$ cat config.mk
export PLATFORM = sky130hd
export DESIGN_NAME = uart_instr_loader
export DESIGN_NICKNAME = d
export VERILOG_FILES = /design/src/rtl/uart_instr_loader.sv
export SDC_FILE = /design/constraint.sdc
export NUM_CORES = 1
export LEC_CHECK = 0
export BUFFER_PORTS_ARGS = -buffer_cell sky130_fd_sc_hd__buf_2
export CORE_ASPECT_RATIO = 0.6
export CORE_UTILIZATION = 60
export CTS_BUF_LIST = sky130_fd_sc_hd__clkbuf_2
export DETAILED_ROUTE_END_ITERATION = 8
export HOLD_SLACK_MARGIN = 0.08
export PLACE_DENSITY = 0.88
export SLEW_MARGIN = 0
export SYNTH_ARGS = -nofsm -noshare
export SYNTH_HDL_FRONTEND = slang
export SYNTH_SLANG_ARGS = --single-unit
$ cat constraint.sdc
create_clock -name CLOCK_50 -period 2.4 [get_ports CLOCK_50]
set_clock_uncertainty 0.15 [all_clocks]
set_input_delay 0.48 -clock CLOCK_50 [delete_from_list [all_inputs] [get_ports CLOCK_50]]
set_output_delay 0.48 -clock CLOCK_50 [all_outputs]
set_load 0.05 [all_outputs]
$ cat src/rtl/uart_instr_loader.sv
// uart_instr_loader: UART (8N1, LSB first) receiver that packs received bytes
// big-endian into instruction words and writes them to consecutive
// instruction-memory addresses while Enable_Instruction_Input is high.
// Optional even-parity bit per frame: define UART_PARITY_EN.
// CLKS_PER_BIT must be even and >= 8; INSTR_WIDTH must be a multiple of 8.
module uart_instr_loader #(
    parameter int CLKS_PER_BIT = 64,
    parameter int INSTR_WIDTH  = 16,
    parameter int ADDR_WIDTH   = 8
) (
    input  logic                   CLOCK_50,
    input  logic                   rst,
    input  logic                   Enable_Instruction_Input,
    input  logic                   UART_RxD,
    output logic                   imem_we,
    output logic [ADDR_WIDTH-1:0]  imem_addr,
    output logic [INSTR_WIDTH-1:0] imem_wdata,
    output logic [ADDR_WIDTH:0]    instr_count,
    output logic                   load_busy,
    output logic                   frame_error,
    output logic                   parity_error,
    output logic                   overflow
);

    localparam int NBYTES = INSTR_WIDTH / 8;
    localparam int PW     = (NBYTES > 1) ? $clog2(NBYTES) : 1;
    localparam int CW     = $clog2(CLKS_PER_BIT);

    localparam logic [CW-1:0]         FULL_BIT   = CW'(CLKS_PER_BIT - 1);
    localparam logic [CW-1:0]         HALF_BIT   = CW'(CLKS_PER_BIT / 2 - 1);
    localparam logic [PW-1:0]         LAST_PHASE = PW'(NBYTES - 1);
    localparam logic [ADDR_WIDTH:0]   MEM_FULL   = {1'b1, {ADDR_WIDTH{1'b0}}};
    localparam logic [ADDR_WIDTH-1:0] PTR_MAX    = '1;

    localparam logic [2:0] S_IDLE      = 3'd0;
    localparam logic [2:0] S_START     = 3'd1;
    localparam logic [2:0] S_DATA      = 3'd2;
`ifdef UART_PARITY_EN
    localparam logic [2:0] S_PARITY    = 3'd3;
`endif
    localparam logic [2:0] S_STOP      = 3'd4;
    localparam logic [2:0] S_WAIT_HIGH = 3'd5;

    // Receiver registers
    logic                   sync1_q, sync2_q, prev_q;
    logic [2:0]             state_q, state_d;
    logic [CW-1:0]          cnt_q, cnt_d;
    logic [2:0]             bit_q, bit_d;
    logic [7:0]             shift_q, shift_d;
    logic                   rx_s;
    logic                   byte_ok;   // frame finished cleanly, byte in shift_q
    logic                   stop_low;  // stop bit sampled low this cycle
`ifdef UART_PARITY_EN
    logic                   par_bad_q, par_bad_d;
    logic                   par_fail;  // parity bit mismatched this cycle
`endif

    // Session / assembly registers
    logic                   en_prev_q;
    logic                   en_rise, en_fall;
    logic [PW-1:0]          phase_q, phase_d;
    logic [INSTR_WIDTH-1:0] word_q, word_d;
    logic [ADDR_WIDTH-1:0]  ptr_q, ptr_d;
    logic [ADDR_WIDTH:0]    count_q, count_d;
    logic                   we_q, we_d;
    logic [ADDR_WIDTH-1:0]  addr_q, addr_d;
    logic [INSTR_WIDTH-1:0] wdata_q, wdata_d;
    logic                   ferr_q, ferr_d;
    logic                   ovf_q, ovf_d;
`ifdef UART_PARITY_EN
    logic                   perr_q, perr_d;
`endif

    assign rx_s = sync2_q;

    // Two-flop synchroniser on the serial line plus a delayed copy for edge detect
    always_ff @(posedge CLOCK_50 or negedge rst) begin
        if (!rst) begin
            sync1_q <= 1'b1;
            sync2_q <= 1'b1;
            prev_q  <= 1'b1;
        end else begin
            sync1_q <= UART_RxD;
            sync2_q <= sync1_q;
            prev_q  <= sync2_q;
        end
    end

    // Receiver next-state: bit timing, sampling and frame checks
    always_comb begin
        state_d  = state_q;
        cnt_d    = cnt_q;
        bit_d    = bit_q;
        shift_d  = shift_q;
        byte_ok  = 1'b0;
        stop_low = 1'b0;
`ifdef UART_PARITY_EN
        par_bad_d = par_bad_q;
        par_fail  = 1'b0;
`endif
        case (state_q)
            S_IDLE: begin
                if (prev_q && !rx_s) begin
                    state_d = S_START;
                    cnt_d   = '0;
                end
            end
            S_START: begin
                if (cnt_q == HALF_BIT) begin
                    cnt_d = '0;
                    bit_d = '0;
`ifdef UART_PARITY_EN
                    par_bad_d = 1'b0;
`endif
                    // A start bit that is high again at mid-bit is a glitch
                    state_d = rx_s ? S_IDLE : S_DATA;
                end else begin
                    cnt_d = cnt_q + 1'b1;
                end
            end
            S_DATA: begin
                if (cnt_q == FULL_BIT) begin
                    cnt_d   = '0;
                    shift_d = {rx_s, shift_q[7:1]};
                    bit_d   = bit_q + 1'b1;
                    if (bit_q == 3'd7) begin
`ifdef UART_PARITY_EN
                        state_d = S_PARITY;
`else
                        state_d = S_STOP;
`endif
                    end
                end else begin
                    cnt_d = cnt_q + 1'b1;
                end
            end
`ifdef UART_PARITY_EN
            S_PARITY: begin
                if (cnt_q == FULL_BIT) begin
                    cnt_d     = '0;
                    par_fail  = (^shift_q) ^ rx_s;
                    par_bad_d = par_fail;
                    state_d   = S_STOP;
                end else begin
                    cnt_d = cnt_q + 1'b1;
                end
            end
`endif
            S_STOP: begin
                if (cnt_q == FULL_BIT) begin
                    cnt_d = '0;
                    if (rx_s) begin
`ifdef UART_PARITY_EN
                        byte_ok = !par_bad_q;
`else
                        byte_ok = 1'b1;
`endif
                        state_d = S_IDLE;
                    end else begin
                        stop_low = 1'b1;
                        state_d  = S_WAIT_HIGH;
                    end
                end else begin
                    cnt_d = cnt_q + 1'b1;
                end
            end
            S_WAIT_HIGH: begin
                if (rx_s) begin
                    state_d = S_IDLE;
                end
            end
            default: state_d = S_IDLE;
        endcase
    end

    // Receiver state registers
    always_ff @(posedge CLOCK_50 or negedge rst) begin
        if (!rst) begin
            state_q <= S_IDLE;
            cnt_q   <= '0;
            bit_q   <= '0;
            shift_q <= '0;
`ifdef UART_PARITY_EN
            par_bad_q <= 1'b0;
`endif
        end else begin
            state_q <= state_d;
            cnt_q   <= cnt_d;
            bit_q   <= bit_d;
            shift_q <= shift_d;
`ifdef UART_PARITY_EN
            par_bad_q <= par_bad_d;
`endif
        end
    end

    assign en_rise = Enable_Instruction_Input && !en_prev_q;
    assign en_fall = !Enable_Instruction_Input && en_prev_q;

    // Word assembly, memory write strobe and session bookkeeping
    always_comb begin
        phase_d = phase_q;
        word_d  = word_q;
        ptr_d   = ptr_q;
        count_d = count_q;
        we_d    = 1'b0;
        addr_d  = addr_q;
        wdata_d = wdata_q;
        ferr_d  = ferr_q;
        ovf_d   = ovf_q;
`ifdef UART_PARITY_EN
        perr_d  = perr_q;
`endif
        // Advance the pointer the cycle after a write; the pointer never wraps
        if (we_q) begin
            count_d = count_q + 1'b1;
            if (ptr_q != PTR_MAX) begin
                ptr_d = ptr_q + 1'b1;
            end
        end
        if (stop_low) begin
            ferr_d  = 1'b1;
            phase_d = '0;
        end
`ifdef UART_PARITY_EN
        if (par_fail) begin
            perr_d  = 1'b1;
            phase_d = '0;
        end
`endif
        if (byte_ok && Enable_Instruction_Input) begin
            // First byte of a word ends up in the most significant position
            word_d = (word_q << 8) | INSTR_WIDTH'(shift_q);
            if (phase_q == LAST_PHASE) begin
                phase_d = '0;
                if (count_q == MEM_FULL) begin
                    ovf_d = 1'b1;
                end else begin
                    we_d    = 1'b1;
                    addr_d  = ptr_q;
                    wdata_d = word_d;
                end
            end else begin
                phase_d = phase_q + 1'b1;
            end
        end
        if (en_fall) begin
            phase_d = '0;
        end
        // A new session wins over anything completing in the same cycle
        if (en_rise) begin
            phase_d = '0;
            ptr_d   = '0;
            count_d = '0;
            we_d    = 1'b0;
            ferr_d  = 1'b0;
            ovf_d   = 1'b0;
`ifdef UART_PARITY_EN
            perr_d  = 1'b0;
`endif
        end
    end

    // Session state registers
    always_ff @(posedge CLOCK_50 or negedge rst) begin
        if (!rst) begin
            en_prev_q <= 1'b0;
            phase_q   <= '0;
            word_q    <= '0;
            ptr_q     <= '0;
            count_q   <= '0;
            we_q      <= 1'b0;
            addr_q    <= '0;
            wdata_q   <= '0;
            ferr_q    <= 1'b0;
            ovf_q     <= 1'b0;
`ifdef UART_PARITY_EN
            perr_q    <= 1'b0;
`endif
        end else begin
            en_prev_q <= Enable_Instruction_Input;
            phase_q   <= phase_d;
            word_q    <= word_d;
            ptr_q     <= ptr_d;
            count_q   <= count_d;
            we_q      <= we_d;
            addr_q    <= addr_d;
            wdata_q   <= wdata_d;
            ferr_q    <= ferr_d;
            ovf_q     <= ovf_d;
`ifdef UART_PARITY_EN
            perr_q    <= perr_d;
`endif
        end
    end

    assign imem_we     = we_q;
    assign imem_addr   = addr_q;
    assign imem_wdata  = wdata_q;
    assign instr_count = count_q;
    assign load_busy   = (state_q != S_IDLE) || (phase_q != '0);
    assign frame_error = ferr_q;
    assign overflow    = ovf_q;
`ifdef UART_PARITY_EN
    assign parity_error = perr_q;
`else
    assign parity_error = 1'b0;
`endif

endmodule
==> results of run 1 <==
-- Yosys cell counts, drive strengths merged, types with 2 or more instances --
cell,n,area (um2)
a21oi,11,55.1
a22o,5,43.8
and3,2,12.5
buf,6,50.0
clkbuf,7,26.3
dfrtp,74,1850
dfstp,3,78.8
ha,6,75.1
inv,8,30.0
mux2,33,372
mux2i,3,30.0
nand2,42,158
nand3,8,40.0
nand4,6,52.6
nor2,28,113
nor3,3,15.0
nor3b,4,30.0
nor4,2,12.5
o21ai,13,65.1
o221ai,2,17.5
or3,6,37.5
xnor2,7,61.3
xor2,5,43.8
-- registers in the layout, indices dropped and copies added (netlist names), 3 cells and up --
register,flops
bit_q,3
word_q,8
shift_q,8
imem_wdata,16
state_q,3
ptr_q,8
instr_count,9
imem_addr,8
cnt_q,6
-- kinds of logic (layout without fill, tap and decap cells) --
kind of cell / Yosys count / in the layout
flip-flops: 77 / 77
buffers and inverters: 21 / 77
XOR/XNOR: 12 / 12
other: 1 / 1
AND/OR/NAND/NOR: 108 / 108
adder cells (fa/ha/maj): 6 / 6
multiplexers: 36 / 36
AO/OA/AOI/OAI: 38 / 38
-- layout make-up --
class                      count  area (um2)  share of cell area (%)
clock buffer                  11        55.1                    1.44
clock inverter                 5        51.3                    1.34
inverter                       8        30.0                   0.783
sequential                    77        1930                    50.3
tap                           66        82.6                    2.15
timing repair buffer          53         333                    8.68
multi-input combinational    201        1350                    35.3
-- placed cells by master, fill, tap and decap left out, types with 2 or more instances in the layout --
cell type       n
a21oi_1        11
a22o_1          5
and3_1          2
buf_12          2
buf_2          39
buf_4           9
clkbuf_2       11
clkinv_2        2
dfrtp_1        74
dfstp_2         3
dlygate4sd3_1   3
ha_1            6
inv_1           8
mux2_1         20
mux2_2         13
mux2i_1         3
nand2_1        42
nand3_1         8
nand4_1         5
nor2_1         27
nor3_1          3
nor3b_1         4
nor4_1          2
o21ai_0        13
o221ai_1        2
or3_1           6
xnor2_1         7
xor2_1          5
-- power breakdown --
group          internal (W)  leakage, nW  switching, W
sequential          0.00135         1.06     0.0000494
clock              0.000242       0.0694      0.000427
combinational      0.000160        0.863      0.000276
total               0.00175         1.99      0.000752
-- stage by stage --
step           total power, W  area [um2]  hold WS [ns]  utilization [%]  std cells
2_1_floorplan         0.00170        3390        0.0344                -        299
3_3_place_gp          0.00182        3700         0.197             70.4        402
3_5_place_dp          0.00184        3700         0.197             70.4        402
4_1_cts               0.00251        3830         0.198             73.0        421
5_1_grt               0.00262        3840         0.209             73.0        421
6_report              0.00250        3840         0.186             73.0        421
-- worst max-delay path, delay by kind of cell, from the launching register on --
family,cells,cell delay (ns)
and+or+nand+nor,4,0.77
DFF,1,0.42
adders and majority gates,1,0.25
muxes,1,0.35
buffers and inverters,1,0.19
-- what timing repair did --
action                                  CTS  global route
endpoints found under the hold margin    41             0
hold buffers                              3             0
gates resized for setup                   0             1
endpoints found under the setup margin    0            12
-- worst min path at each step --
stage	start	to	slack (ns)	cells after the start
2_1_floorplan	rst	bit_q[0]	0.03	0
3_3_place_gp	sync1_q	rx_s	0.20	0
3_5_place_dp	sync1_q	rx_s	0.20	0
4_1_cts	sync1_q	rx_s	0.20	0
5_1_grt	sync1_q	rx_s	0.21	0
6_report	sync1_q	rx_s	0.19	0
-- per-layer routing --
layer  track usage [%]  up-vias
li1                  -     1141
met1              32.4     1171
met2              39.0       88
met3              7.72        9
met4              6.40        0
met5                 0        -
==> run metrics, run 1 <==
PD cells=652 nW/um2; R2R depth=7; slew margin rel.=57.3%; worst path cell trace=ha_1 > and4_1 > and2_2 > nand4_4 > nor2_4 > buf_12 > mux2_2; final setup vio count=0; post-place setup slack=0.120 ns; final setup margin=0.153 ns; Seq cells post-synth=77; Worst EP arrival=2.50 ns; clk sinks=77; slowest CP cell=dfrtp_1; CP peak stage delay=0.42 ns; initial DRC count=117; simple-gate share of the synthesized area=15.4%; final setup TNS=0 ns; Post-synth ARST share=100%; vias per std cell=5.72; Synth Area in XOR/XNOR=3.10%; CP Capture Point=imem_addr[7]; setup repair bufs after CTS=0; Avg Cell Area, Syn=11.3 um2; nets=360; number of synthesized flops with an enable pin=0; DR pass1 iterations=5; total track usage=24.2%; Cell Area, Synth=3390 um2; Initial Util=64.5%; hold crit path type=flop to flop; Inserted Diodes=0; Final period util=93.6%; critical path startpoint category=flop; Routed met3 length=390 um; Syn Nets=309; Slew @ Worst Pin=0.637 ns; DP HPWL=4510 um; MaxCap Viol Count=0; largest net degree at the start of global routing=43; cells after synthesis=299; Final Wtd Congestion=0.894; combinational family with the most area after synthesis=simple AND/OR/NAND/NOR gates; Post-route DRC=0; Overflow after GRT=0; Root Driver=clkbuf_2; initial antenna violation count=0; count of final hold-check violations=0; H-tree depth=3; Worst R2R Setup Slack=0.15 ns; worst vdd rail ir drop=0.493 mV; Clk Latency, worst-skew pair=0.52 ns; Worst Setup End Kind=flop; outcome=completed; CP Data Required Time=2.66 ns; complex-gate fraction of the synthesized area=7.24%; Max Root-Sink Buffers=2; mux cell area share after synthesis=11.8%; Yosys cell types=43; Syn-to-layout area delta=13.2%; share of layout cells above drive strength 1=24.2%; row count=20; Final Max Slew Viols=0; CTS buffer count=9; first-pass GRT wire length=10800 um; Port Buffer Count=40; Die ar.=5960 um2; yosys warns=0; Top Ports=42; crit path kind=flop to flop; DR top layer=met4; sequential area share after synthesis=57.0%; DR WL/cell=15.1 um; vias in the first global route=2280; core area=5260 um2; RSZ-0062 raised after global routing=false; CTS tree=yes; DRT met1 WL=2960 um; leakage power=1.99 nW; worst r2r dst=imem_addr[7]; Reg clk slew, reported paths=0.21 ns; final wirelength=6370 um; post-route minimum period=2.25 ns; Top FF cell, synth=dfrtp_1; Fill cells=369; Max Freq=445 MHz; launch point of the worst reg-to-reg path=cnt_q[1]; Max FO, Critical Path=24; Die Ht=60.2 um; Post-Synth Adder-Cell Area=2.21%; antenna viol nets, final=0; met2 WL=2950 um; overall die width=99.0 um; vias=2409; launch point of the worst path=cnt_q[1]
No activity file was read; power rests on OpenSTA's default activity.
==> inputs of run 2 (changes only) <==
--- a/config.mk
+++ b/config.mk
@@ -5,6 +5,7 @@
 export SDC_FILE = /design/constraint.sdc
 export NUM_CORES = 1
 export LEC_CHECK = 0
+export ABC_AREA = 1
 export BUFFER_PORTS_ARGS = -buffer_cell sky130_fd_sc_hd__buf_2
 export CORE_ASPECT_RATIO = 0.6
 export CORE_UTILIZATION = 60
==> run 2 against run 1 <==
  * Synthesized cell count grew 46%
  * Final cell count grew 35%
  * Non-clock buffer count shrank 6
  * First-iteration DRC count grew 77%
  * Cell area grew 5.4%
  * Hold slack gained 0.027 ns
==> run metrics, run 2 <==
initial antenna violation count=0 (unchanged); Seq pwr share=51.2% (-4.6 points); sequential area share after synthesis=53.5% (-3.5 points); most common cell in the netlist=nand2_1; most frequent cells in the layout=nand2_1, dfrtp_1, nand3_1; Initial Util=63.6% (-0.92 points); Final period util=96.7% (+3.0 points); slew margin rel.=57.5% (+0.27 points); final setup TNS=0 ns (unchanged); most frequent cells after synthesis=nand2_1, dfrtp_1, nand3_1; most common cell after layout, fill and taps aside=nand2_1; final setup margin=0.0804 ns (-0.0730 ns); Inserted Diodes=0 (unchanged); Top Ports=42 (unchanged); leakage power=2.22 nW (+11%); DR WL/cell=13.3 um (-12%); Final Wtd Congestion=0.899 (+0.58%); largest area contributor in the netlist=dfrtp_1; CP peak stage delay=0.48 ns (+0.06 ns); initial DRC count=207 (+77%); vias=3023 (+25%); nets=493 (+37%); post-place setup slack=0.397 ns (+0.277 ns); WP buf/inv=2 (+1); Clk Latency, worst-skew pair=0.51 ns (about the same); non-filler cells, final=568 (+35%); Sw Ratio=34.0% (+3.9 points); count of final hold-check violations=0 (unchanged); Largest register FFs=16 (unchanged); DP HPWL=5360 um (+19%); vias per std cell=5.32 (-7.0%); hold crit path type=flop to flop; CTS buffer count=9 (unchanged); Avg Cell Area, Syn=8.24 um2 (-27%); Root Driver=clkbuf_2; Max Root-Sink Buffers=2 (unchanged); hold slack=0.212 ns (+0.0265 ns); core area=5680 um2 (+8.0%); Top FF cell, synth=dfrtp_1; total track usage=26.3% (+2.2 points); vias in the first global route=2684 (+18%); clock power share=28.0% (+1.2 points); PD cells=718 nW/um2 (+10%); crit path kind=flop to output port; fin util=71.3% (-1.7 points); Cell Area, Synth=3610 um2 (+6.5%); Psw=0.000987 W (+31%); DR pass1 iterations=7 (+2); clk sinks=77 (unchanged); largest net degree at the start of global routing=41 (-4.7%); slowest CP cell=dfrtp_2; Port Buffer Count=40 (unchanged); Yosys cell types=30 (-30%); worst path cell trace=nor2_4 > inv_1 > nor2_2 > nand2_1 > buf_4; Synth top area share=51.3% (-3.3 points); share of layout cells above drive strength 1=15.8% (-8.4 points); share of total power in combinational logic=20.7% (+3.3 points); Worst Setup End Kind=output port; dpl cells=548 (+36%); cells after synthesis=438 (+46%); Reg clk slew, reported paths=0.22 ns (about the same); Post-route DRC=0 (unchanged); antenna viol nets, final=0 (unchanged); Slew @ Worst Pin=0.632 ns (-0.00513 ns); Syn Nets=448 (+45%); Seq cells post-synth=77 (unchanged); CTS tree=yes; Syn-to-layout area delta=12.1%; Max FO, Critical Path=5 (-79%); H-tree depth=3 (unchanged); yosys warns=0 (unchanged); row count=21 (+5.0%); final wirelength=7550 um (+19%); final setup vio count=0 (unchanged); Internal Power=0.00192 W (+9.8%); Overflow after GRT=0 (unchanged); Die ar.=6340 um2 (+6.3%); CP Data Required Time=1.77 ns (-0.89 ns); outcome=completed; Final Max Slew Viols=0 (unchanged); RSZ-0062 raised after global routing=false; MaxCap Viol Count=0 (unchanged); Worst EP arrival=1.69 ns (-0.81 ns); overall die width=102 um (+3.1%); critical path startpoint category=flop; top area cells in the synthesized netlist=dfrtp_1, nand2_1, nand3_1; post-route minimum period=2.32 ns (+0.0730 ns); Die Ht=62.1 um (+3.1%); worst vdd rail ir drop=0.488 mV (-1.0%); Max Freq=431 MHz (-3.1%); Post-synth ARST share=100% (unchanged); number of synthesized flops with an enable pin=0 (unchanged); first-pass GRT wire length=12400 um (+15%); crit-path leading delay family=flip-flops
-- run 2: cell count changes in the layout (fill, tap and decap cells not counted), moves of 4 or more --
cell / previous run / this run
or3_1: 6 / 0
mux2_1: 20 / 0
nand3_1: 8 / 61
mux2_2: 13 / 0
xnor2_1: 7 / 0
a22o_1: 5 / 0
nor3b_1: 4 / 0
nand2_1: 42 / 133
o21ai_0: 13 / 35
nor2_2: 0 / 4
buf_4: 9 / 5
inv_1: 8 / 45
o21ai_1: 0 / 4
-- run 2: worst paths after layout --
check / slack, ns / cells after the start / start / to
worst max-delay path: 0.08 / 5 / state_q[1] / load_busy
worst min-delay path: 0.21 / 0 / sync1_q / rx_s
worst max register to register: 0.33 / 8 / cnt_q[0] / imem_wdata[14]
worst min register to register: 0.21 / 0 / sync1_q / rx_s
max in group asynchronous: 1.16 / 3 / rst / prev_q
min in group asynchronous: 0.29 / 2 / rst / instr_count[2]
-- run 2: power by group through the flow --
stage                     registers [W]  clock network (W)  logic [W]
after global placement          0.00150                  0   0.000550
after global routing            0.00150           0.000879   0.000671
after floorplan                 0.00147                  0   0.000444
after detailed placement        0.00151                  0   0.000567
final                           0.00149           0.000815   0.000602
after CTS                       0.00148           0.000819   0.000581
-- run 2: kinds of logic after synthesis --
family / count (synthesis) / synth area share (%)
AND/OR/NAND/NOR: 242 / 29.5
flip-flops: 77 / 53.5
buffers and inverters: 60 / 7.18
AO/OA/AOI/OAI: 49 / 6.87
adder cells (fa/ha/maj): 6 / 2.08
XOR/XNOR: 3 / 0.728
other: 1 / 0.104
-- run 2: per-stage QoR --
step,cell area [um2],total power (W)
3_5_place_dp,3860,0.00208
3_3_place_gp,3860,0.00205
5_1_grt,4040,0.00305
2_1_floorplan,3610,0.00192
6_report,4040,0.00290
4_1_cts,4040,0.00289
-- run 2: layer usage --
layer	share of wire (%)	vias to the layer above	routed length, um	track usage (%)
met1	49	1442	3720	37.1
met5	0	-	0	0
li1	-	1487	-	-
met2	45	83	3420	41.1
met3	4.6	11	346	7.05
met4	0.89	0	67	6.94
-- run 2: cell type report --
cell class	count	area, um2
clock inverters	6	86.3
clock buffers	10	50.0
flip-flops and latches	77	1930
repair buffers	47	278
well taps	80	100
inverters	47	176
multi-input cells	301	1420
fillers	445	1630
-- run 2: what timing repair did --
action / 4_1_cts / 5_1_grt
hold buffers: 3 / 0
setup buffers: 1 / 0
gates resized for setup: 1 / 3
setup endpoints to repair: 1 / 1
endpoints found under the hold margin: 41 / 0
